### src/rtl/mem_port_arbiter.sv
// mem_port_arbiter: one memory port shared by instruction fetch (read-only)
// and the LSU (load/store). Each transaction runs IDLE -> ISSUE -> WAIT -> RESP.
// Data accesses win ties. A starvation guard forces fetch after STARVE_MAX
// back-to-back LSU grants that each saw a fetch pending.
//
// Ports
//   i_clk, i_rst          : clock; synchronous active-high reset
//   i_if_*  / o_if_*      : fetch request/address/flush; done pulse, rdata, stall
//   i_lsu_* / o_lsu_*     : data request/we/addr/wdata/bmask; done pulse, rdata, stall
//   o_mem_*               : registered command (req strobe, we, addr, wdata, bmask)
//   i_mem_ack/i_mem_rdata : memory completion and read data (same cycle)
//   o_bus_err             : sticky WAIT-timeout flag
//   o_perf_*              : grant/stall counters, built only with ARB_PERF_CNT_EN
//                           defined; otherwise tied to 0
module mem_port_arbiter #(
  parameter int WIDTH      = 32,
  parameter int STARVE_MAX = 4,
  parameter int TIMEOUT    = 64,
  parameter int CNT_W      = 8
) (
  input  logic             i_clk,
  input  logic             i_rst,
  input  logic             i_if_req,
  input  logic [WIDTH-1:0] i_if_addr,
  input  logic             i_if_flush,
  output logic             o_if_done,
  output logic [WIDTH-1:0] o_if_rdata,
  output logic             o_if_stall,
  input  logic             i_lsu_req,
  input  logic             i_lsu_we,
  input  logic [WIDTH-1:0] i_lsu_addr,
  input  logic [WIDTH-1:0] i_lsu_wdata,
  input  logic [3:0]       i_lsu_bmask,
  output logic             o_lsu_done,
  output logic [WIDTH-1:0] o_lsu_rdata,
  output logic             o_lsu_stall,
  output logic             o_mem_req,
  output logic             o_mem_we,
  output logic [WIDTH-1:0] o_mem_addr,
  output logic [WIDTH-1:0] o_mem_wdata,
  output logic [3:0]       o_mem_bmask,
  input  logic             i_mem_ack,
  input  logic [WIDTH-1:0] i_mem_rdata,
  output logic             o_bus_err,
  output logic [31:0]      o_perf_if_grants,
  output logic [31:0]      o_perf_lsu_grants,
  output logic [31:0]      o_perf_stall_cycles
);

  localparam int SW = $clog2(STARVE_MAX + 1);

  typedef enum logic [1:0] {IDLE, ISSUE, WAIT, RESP} state_t;

  typedef struct packed {
    logic             we;
    logic [WIDTH-1:0] addr;
    logic [WIDTH-1:0] wdata;
    logic [3:0]       bmask;
  } cmd_t;

  state_t           state_q, state_d;
  cmd_t             cmd_q;
  logic             owner_if_q;   // 1: fetch owns the port, 0: LSU
  logic [CNT_W-1:0] wait_cnt_q;
  logic [SW-1:0]    starve_q;
  logic             drop_q;

  logic             grant_lsu, grant_if, timeout_hit, resp_load, drop_now;
  logic [WIDTH-1:0] resp_data;

  // Fetch is forced only when both are pending and the LSU has had its run.
  assign grant_lsu   = (state_q == IDLE) && i_lsu_req &&
                       !(i_if_req && (starve_q == SW'(STARVE_MAX)));
  assign grant_if    = (state_q == IDLE) && i_if_req && !grant_lsu;
  assign timeout_hit = (state_q == WAIT) && !i_mem_ack &&
                       (wait_cnt_q == CNT_W'(TIMEOUT - 1));
  assign resp_load   = (state_q == WAIT) && (i_mem_ack || timeout_hit);
  assign resp_data   = i_mem_ack ? i_mem_rdata : '0;

  // A flush in the RESP cycle itself must still kill that cycle's done pulse,
  // so the registered flag is OR-ed with the live flush.
  assign drop_now = drop_q | (i_if_flush & owner_if_q & (state_q != IDLE));

  always_comb begin
    state_d = state_q;
    unique case (state_q)
      IDLE:  if (grant_lsu || grant_if) state_d = ISSUE;
      ISSUE: state_d = WAIT;
      WAIT:  if (resp_load) state_d = RESP;
      RESP:  state_d = IDLE;
      default: state_d = IDLE;
    endcase
  end

  always_ff @(posedge i_clk) begin
    if (i_rst) begin
      state_q     <= IDLE;
      cmd_q       <= '0;
      owner_if_q  <= 1'b0;
      wait_cnt_q  <= '0;
      starve_q    <= '0;
      drop_q      <= 1'b0;
      o_bus_err   <= 1'b0;
      o_if_rdata  <= '0;
      o_lsu_rdata <= '0;
    end else begin
      state_q <= state_d;

      if (grant_lsu || grant_if) begin
        owner_if_q  <= grant_if;
        cmd_q.we    <= grant_lsu & i_lsu_we;
        cmd_q.addr  <= grant_if ? i_if_addr : i_lsu_addr;
        cmd_q.wdata <= grant_if ? '0 : i_lsu_wdata;
        cmd_q.bmask <= grant_if ? 4'hF : i_lsu_bmask;
      end

      if (grant_if)
        starve_q <= '0;
      else if (grant_lsu)
        starve_q <= !i_if_req ? '0 :
                    (starve_q == SW'(STARVE_MAX)) ? starve_q : starve_q + 1'b1;

      if (state_q == ISSUE)     wait_cnt_q <= '0;
      else if (state_q == WAIT) wait_cnt_q <= wait_cnt_q + 1'b1;

      if (timeout_hit) o_bus_err <= 1'b1;

      // Stores leave load data alone; a dropped fetch leaves fetch data alone.
      if (resp_load) begin
        if (owner_if_q && !drop_now)        o_if_rdata  <= resp_data;
        else if (!owner_if_q && !cmd_q.we)  o_lsu_rdata <= resp_data;
      end

      drop_q <= (state_q == RESP) ? 1'b0 : drop_now;
    end
  end

  assign o_mem_req   = (state_q == ISSUE);
  assign o_mem_we    = cmd_q.we;
  assign o_mem_addr  = cmd_q.addr;
  assign o_mem_wdata = cmd_q.wdata;
  assign o_mem_bmask = cmd_q.bmask;

  assign o_if_done   = (state_q == RESP) &&  owner_if_q && !drop_now;
  assign o_lsu_done  = (state_q == RESP) && !owner_if_q;
  assign o_if_stall  = i_if_req  & ~o_if_done;
  assign o_lsu_stall = i_lsu_req & ~o_lsu_done;

`ifdef ARB_PERF_CNT_EN
  logic [31:0] perf_if_q, perf_lsu_q, perf_stall_q;

  always_ff @(posedge i_clk) begin
    if (i_rst) begin
      perf_if_q    <= '0;
      perf_lsu_q   <= '0;
      perf_stall_q <= '0;
    end else begin
      if (grant_if)                   perf_if_q    <= perf_if_q + 1'b1;
      if (grant_lsu)                  perf_lsu_q   <= perf_lsu_q + 1'b1;
      if (o_if_stall || o_lsu_stall)  perf_stall_q <= perf_stall_q + 1'b1;
    end
  end

  assign o_perf_if_grants    = perf_if_q;
  assign o_perf_lsu_grants   = perf_lsu_q;
  assign o_perf_stall_cycles = perf_stall_q;
`else
  assign o_perf_if_grants    = '0;
  assign o_perf_lsu_grants   = '0;
  assign o_perf_stall_cycles = '0;
`endif

endmodule
### config.mk
export PLATFORM = sky130hd
export DESIGN_NAME = mem_port_arbiter
export DESIGN_NICKNAME = d
export VERILOG_FILES = /design/src/rtl/mem_port_arbiter.sv
export SDC_FILE = /design/constraint.sdc
export NUM_CORES = 1
export LEC_CHECK = 0
export ABC_AREA = 1
export CAP_MARGIN = 5
export CORE_MARGIN = 2
export CORE_UTILIZATION = 37
export DETAILED_ROUTE_END_ITERATION = 16
export PLACE_DENSITY = 0.75
export SETUP_SLACK_MARGIN = 0.2
export SYNTH_ARGS = -nofsm -noshare
export SYNTH_HDL_FRONTEND = slang
export SYNTH_SLANG_ARGS = --single-unit
### constraint.sdc
create_clock -name i_clk -period 1.7 [get_ports i_clk]
set_input_delay 0.255 -clock i_clk [delete_from_list [all_inputs] [get_ports i_clk]]
set_output_delay 0.255 -clock i_clk [all_outputs]
set_load 0.01 [all_outputs]
# --- Word-level counts from Yosys, hierarchy flattened ---
# Index checks and enable logic that the tools add are counted.
word_totals:
  register_bits: 149
  input_bits: 139
  output_inout_bits: 235
  word_cells: 70
classes:
  addsub: 2
  n_eq_ne: 8
  muxes: 9
  bitwise_logic: 9
  n_reduce_logical: 30
op_table:
  columns: ["op", "n"]
  rows:
  - ["32-bit two-way mux", 3]
  - ["1-bit logical AND", 13]
  - ["8-bit by 1-bit adder with 8-bit output (second input constant)", 1]
  - ["8-bit by 6-bit == test with 1-bit output (second input constant)", 1]
  - ["2-bit case mux with 4 select lines", 1]
  - ["1-bit logical NOT", 6]
  - ["3-bit two-way mux", 2]
  - ["2-bit AND reduction", 3]
  - ["2-bit OR reduction", 3]
  - ["1-bit AND", 5]
  - ["2-bit == test (second input constant)", 2]
  - ["2-bit two-way mux", 2]
  - ["4-bit two-way mux", 1]
  - ["2-bit != test (second input constant)", 2]
  - ["3-bit by 1-bit adder with 3-bit output (second input constant)", 1]
  - ["3-bit == test (second input constant)", 1]
  - ["1-bit inverter", 3]
  - ["3-bit AND reduction", 1]
  - ["2-bit by 1-bit == test with 1-bit output (second input constant)", 1]
  - ["2-bit logical NOT", 1]
  - ["1-bit logical OR", 2]
  - ["2-bit by 1-bit != test with 1-bit output (second input constant)", 1]
  - ["2-bit nonzero test", 1]
  - ["1-bit bitwise OR", 1]

# --- Depth between registers and ports, before layout ---
logic_depth:
  depth_word: 9
  ltp_mapped: 12
  ltp_nobuf: 11

# --- Worst setup path after synthesis ---
# No wires, ideal clock.
synth_path:
  path_type: "reg2out"
  start: "reg state_q[0]"
  end: "out o_if_stall"
  arrival_ps: 1573
  t_required_ps: 1445
  path_slack_ps: -128
  path_stages_with_launch: 10
  path_buffers: 2
  path_cell_list: "dfxtp_1 inv_1 ha_1 o21bai_1 nor2_1 buf_2 buf_2 inv_1 o21ai_1 inv_1"
synth_via:
  elab_chain_len: 7
synth_lines:
  columns: ["item", "line", "source"]
  rows:
  - ["start, declared", "61", "state_t state_q, state_d;"]
  - ["start signal, assigned", "107", "state_q <= state_d;"]
  - ["2-bit nonzero test", "82", "assign drop_now = drop_q | (i_if_flush & owner_if_q & (state_q != IDLE));"]
  - ["1-bit AND", "82", null]
  - ["1-bit bitwise OR", "82", null]
  - ["1-bit logical NOT", "144", "assign o_if_done = (state_q == RESP) && owner_if_q && !drop_now;"]
  - ["1-bit logical AND (*)", "144", null]
  - ["1-bit inverter (*)", "146", "assign o_if_stall = i_if_req & ~o_if_done;"]
  - ["1-bit AND (*)", "146", null]
  - ["end, declared", "28", "output logic o_if_stall,"]
# Every way passes the cells marked *; elsewhere a longest branch is shown, timed or not.

# --- Worst setup path in the final report ---
layout_path:
  start: "reg state_q[1]"
  end: "reg cmd_q, in the netlist o_mem_wdata[8]"
layout_via:
  elab_chain_len: 6
layout_lines:
  columns: ["item", "line", "source"]
  rows:
  - ["2-bit logical NOT (*)", "72, 74", null]
  - ["1-bit logical AND (2 in a row)", "72", "assign grant_lsu = (state_q == IDLE) && i_lsu_req &&"]
  - ["1-bit logical NOT", "74", "assign grant_if = (state_q == IDLE) && i_if_req && !grant_lsu;"]
  - ["1-bit logical AND", "74", null]
  - ["32-bit two-way mux or 1-bit logical OR (tied branches)", "113, 109", null]
  - ["end, declared", "62", "cmd_t cmd_q;"]
# Marked as above.
# A chain may end at the register's enable or synchronous reset.

==> results summary <==
The number of DRC violations after detailed-routing iteration 0 came out at 354. The delay of the slowest cell on the worst path came out at 0.34 ns. The detail-routed net length per standard cell came out at 17.12 um. Entering global routing, the biggest net connects 41 pins.

STA classifies the critical path startpoint as a flip-flop. The top fanout value on the critical path is 7. The number of primary I/O pins is 374. Walking the worst path, the cells encountered are inv_2 > ha_4 > buf_6 > nand2_4 > clkinv_4 > nand2_8 > buf_12 > nand2_8 > inv_12 > buf_6 > buf_8 > nand2_1 > a21oi_1. The via count of the first global-routing pass is 7524.

The post-synthesis sequential area ratio came out at 0.3929. The final reports fail on setup timing. The starting density of the core came out at 0.3764.

The number of remaining DRC errors came out at 0. Power comes to 0.01848 W. The number of unique standard cell types used by synthesis is 31.

The critical path in this run is classified as flip-flop to flip-flop. The worst slack on hold paths is 0.4027 ns. The total power density per cell area is 1340 nW/um^2. The final global-route overflow total is 0. The period utilization is 1.064. Setup repair after global routing could not meet its margin everywhere. The share of synthesized flip-flops with an asynchronous set or reset came out at 0. The final weighted congestion of routability-driven global placement came out at 0.7877. Dividing the detail-routed via count by the number of cells gives 4.735. The number of warning messages in the yosys log is 0. In this run the worst hold path is classified as primary input to flip-flop. The standard-cell row count came out at 52. The signal arrival time at the worst endpoint is 2.16 ns. The total of buffers placed on input and output ports came out at 277. The number of buffers inserted by hold repair at cts came out at 0.

The H-tree generated during clock tree synthesis spans 4 levels. For this run, the leading register cell type out of synthesis is sky130_fd_sc_hd__dfxtp_1. The clock net sink count came out at 149. The placed standard-cell area is 10580 sq um.

The count of max-cap constraint violations came out at 0. The run finished, with violations left. Synthesis produced 1123 cells. The time the worst path needs with I/O delays and setup came out at 1.809 ns. Headroom to the max-slew limit came out at 0.6128.

The post-detailed-routing wire length came out at 29870 um. The maximum ir drop on the vdd rail came out at 0.7826 mV. After the last flow step, the layout net total stands at 1609. The leakage power of the design is 8.365 nW. The number of endpoints failing setup at the final stage came out at 78. The initial antenna violation count is 0.

The die covers 21680 sq um. After clock tree synthesis, the clock-pin slew on the worst setup and hold paths is 0.08 ns. The region available for standard cell placement spans 20170 sq um. STA puts the critical path data required time at 2.05 ns. The top achievable clock speed came out at 552.7 MHz.

In this run the clock root is driven by a sky130_fd_sc_hd__clkbuf_16. The post-layout instance area is 13800 sq um. The worst-skew pair later-pin latency came out at 0.43 ns. The final count of hold timing violations came out at 0. The worst setup timing slack at the placement stage is -0.3432 ns. The vertical die dimension came out at 147.2 um. The final setup slack of the worst path came out at -0.1093 ns. After filler insertion, the fill cell instance count of the layout stands at 1458.

The number of buffers inserted during clock tree synthesis came out at 17. The worst-margin pin slew came out at 0.5808 ns. TritonCTS built the clock tree. The worst setup path is captured at a flip-flop.

Summing over every cut layer, the via total after detailed routing is 8262. The largest buffer count on any clock path is 2. The slowest stage of the critical path is the sky130_fd_sc_hd__dfxtp_2 cell.

The antenna cell count is 0. The number of synthesized flops with an enable pin came out at 0. The count of state elements after synthesis came out at 149. Once detailed placement completed, the half-perimeter wirelength came to 16060 um. The area growth from synthesis to final layout came out at 81.72%. The mean instance size in the synthesized netlist is 6.761 sq um.

The horizontal die dimension is 147.2 um. In this run the cell area of the synthesized design comes to 7592 sq um. The fraction of layout instances using a drive strength above 1 came out at 0.2651. The first-pass GRT wire length came out at 39120 um. In the global route stage, overall resource usage came out at 0.2277. The worst clock skew is 0.01780 ns. The setup TNS after final layout is -3.062 ns. The max-slew violation count is 0. Once detail routing completed, the nets flagged for antenna violations numbered 0. The first TritonRoute pass finished after 4 iterations.
-- cell usage after synthesis, types with 2 or more instances --
| library cell | count | share of area |
|---|---|---|
| sky130_fd_sc_hd__inv_2 | 4 | 0.0020 |
| sky130_fd_sc_hd__nand3_2 | 3 | 0.0040 |
| sky130_fd_sc_hd__buf_6 | 4 | 0.0059 |
| sky130_fd_sc_hd__nor2_1 | 90 | 0.044 |
| sky130_fd_sc_hd__dfxtp_1 | 149 | 0.39 |
| sky130_fd_sc_hd__inv_1 | 173 | 0.086 |
| sky130_fd_sc_hd__clkbuf_1 | 28 | 0.014 |
| sky130_fd_sc_hd__nor3_1 | 4 | 0.0026 |
| sky130_fd_sc_hd__nand3_1 | 36 | 0.024 |
| sky130_fd_sc_hd__o21a_1 | 32 | 0.032 |
| sky130_fd_sc_hd__o221a_2 | 4 | 0.0059 |
| sky130_fd_sc_hd__clkinv_1 | 2 | 0.00099 |
| sky130_fd_sc_hd__buf_4 | 99 | 0.098 |
| sky130_fd_sc_hd__nand2_2 | 2 | 0.0016 |
| sky130_fd_sc_hd__o21ai_0 | 3 | 0.0020 |
| sky130_fd_sc_hd__buf_2 | 23 | 0.015 |
| sky130_fd_sc_hd__a211oi_1 | 2 | 0.0020 |
| sky130_fd_sc_hd__a21oi_1 | 44 | 0.029 |
| sky130_fd_sc_hd__nand4_1 | 54 | 0.044 |
| sky130_fd_sc_hd__buf_1 | 4 | 0.0020 |
| sky130_fd_sc_hd__ha_1 | 7 | 0.012 |
| sky130_fd_sc_hd__nand2_1 | 347 | 0.17 |
-- power breakdown --
| group | switching, W | internal, W |
|---|---|---|
| Sequential | 0.000416 | 0.00416 |
| Combinational | 0.00510 | 0.00490 |
| Clock | 0.00167 | 0.00223 |
-- repair_timing --
action | 4_1_cts | 5_1_grt
gates resized for setup | 181 | 355
buffers inserted | 22 | 10
gates cloned | 17 | 11
endpoints found under the setup margin | 280 | 271
pin swaps | 44 | 88
-- stage by stage --
step                instances    util
floorplan                1218       -
global placement         1654  0.5248
detailed placement       1654  0.5248
CTS                      1724  0.6102
global route             1745  0.6841
finish                   1745  0.6841
-- registers in the layout, indices dropped and copies added (netlist names) --
register / flops
drop_q: 1
o_bus_err: 1
o_if_rdata: 32
o_lsu_rdata: 32
o_mem_addr: 32
o_mem_bmask: 4
o_mem_wdata: 32
o_mem_we: 1
owner_if_q: 1
starve_q: 3
state_q: 2
wait_cnt_q: 8
-- critical path: cells and delay by family (launching register included) --
| kind | cells | cell delay, ns |
|---|---|---|
| buffers and inverters | 7 | 0.74 |
| DFF | 1 | 0.34 |
| adders and majority gates | 1 | 0.18 |
| and+or+nand+nor | 4 | 0.32 |
| AOI/OAI and AO/OA | 1 | 0.14 |
-- cell type report --
| type | instances | area [sq um] | area share |
|---|---|---|---|
| inverter | 179 | 710.7 | 0.05151 |
| sequential | 149 | 2988 | 0.2166 |
| multi-input combinational | 733 | 4436 | 0.3215 |
| timing repair buffer | 383 | 4738 | 0.3434 |
| clock buffer | 19 | 442.9 | 0.03210 |
| tap | 270 | 337.8 | 0.02449 |
| clock inverter | 12 | 143.9 | 0.01043 |
-- final timing paths --
kind / start / end / slack, ns / cells after the start
setup / recovery: state_q[1]$_SDFFE_PP0P_ / o_mem_wdata[8]$_SDFFE_PP0P_ / -0.11 / 13
hold / removal: i_lsu_wdata[22] / o_mem_wdata[22]$_SDFFE_PP0P_ / 0.40 / 3
setup reg to reg: state_q[1]$_SDFFE_PP0P_ / o_mem_wdata[8]$_SDFFE_PP0P_ / -0.11 / 13
hold reg to reg: o_bus_err$_SDFFE_PP0P_ / o_bus_err$_SDFFE_PP0P_ / 0.45 / 2
-- layout by cell type (no fill, tap or decap), types with 5 or more instances in the layout --
cell,n
sky130_fd_sc_hd__nand2_1,225
sky130_fd_sc_hd__inv_1,161
sky130_fd_sc_hd__dfxtp_1,145
sky130_fd_sc_hd__clkdlybuf4s50_1,138
sky130_fd_sc_hd__dlymetal6s2s_1,123
sky130_fd_sc_hd__conb_1,96
sky130_fd_sc_hd__nor2_1,76
sky130_fd_sc_hd__nand2_4,61
sky130_fd_sc_hd__nand2_2,60
sky130_fd_sc_hd__nand4_1,54
sky130_fd_sc_hd__nand3_2,35
sky130_fd_sc_hd__a21oi_2,35
sky130_fd_sc_hd__buf_6,34
sky130_fd_sc_hd__o21a_1,32
sky130_fd_sc_hd__clkbuf_16,25
sky130_fd_sc_hd__buf_4,23
sky130_fd_sc_hd__buf_12,22
sky130_fd_sc_hd__buf_16,15
sky130_fd_sc_hd__inv_2,12
sky130_fd_sc_hd__nor2_2,12
sky130_fd_sc_hd__dlygate4sd2_1,11
sky130_fd_sc_hd__a21oi_1,9
sky130_fd_sc_hd__inv_6,5
-- routing by layer --
layer | part of all wire | track usage
met1 | 0.37 | 0.2601
met3 | 0.071 | 0.05932
met4 | 0.026 | 0.08413
met2 | 0.53 | 0.4084
met5 | 0 | 0
-- cell families (layout without fill, tap and decap cells) --
| kind of cell | Yosys count | in the layout | synth area share |
|---|---|---|---|
| simple gates | 540 | 541 | 0.2975 |
| buf+inv | 337 | 593 | 0.2233 |
| flops | 149 | 149 | 0.3929 |
| compound gates | 88 | 88 | 0.07317 |
| fa+ha+maj | 7 | 7 | 0.01154 |
| other cells | 1 | 96 | 0.0004939 |
| xor+xnor | 1 | 1 | 0.001154 |
(Power assumes the default switching activity.)
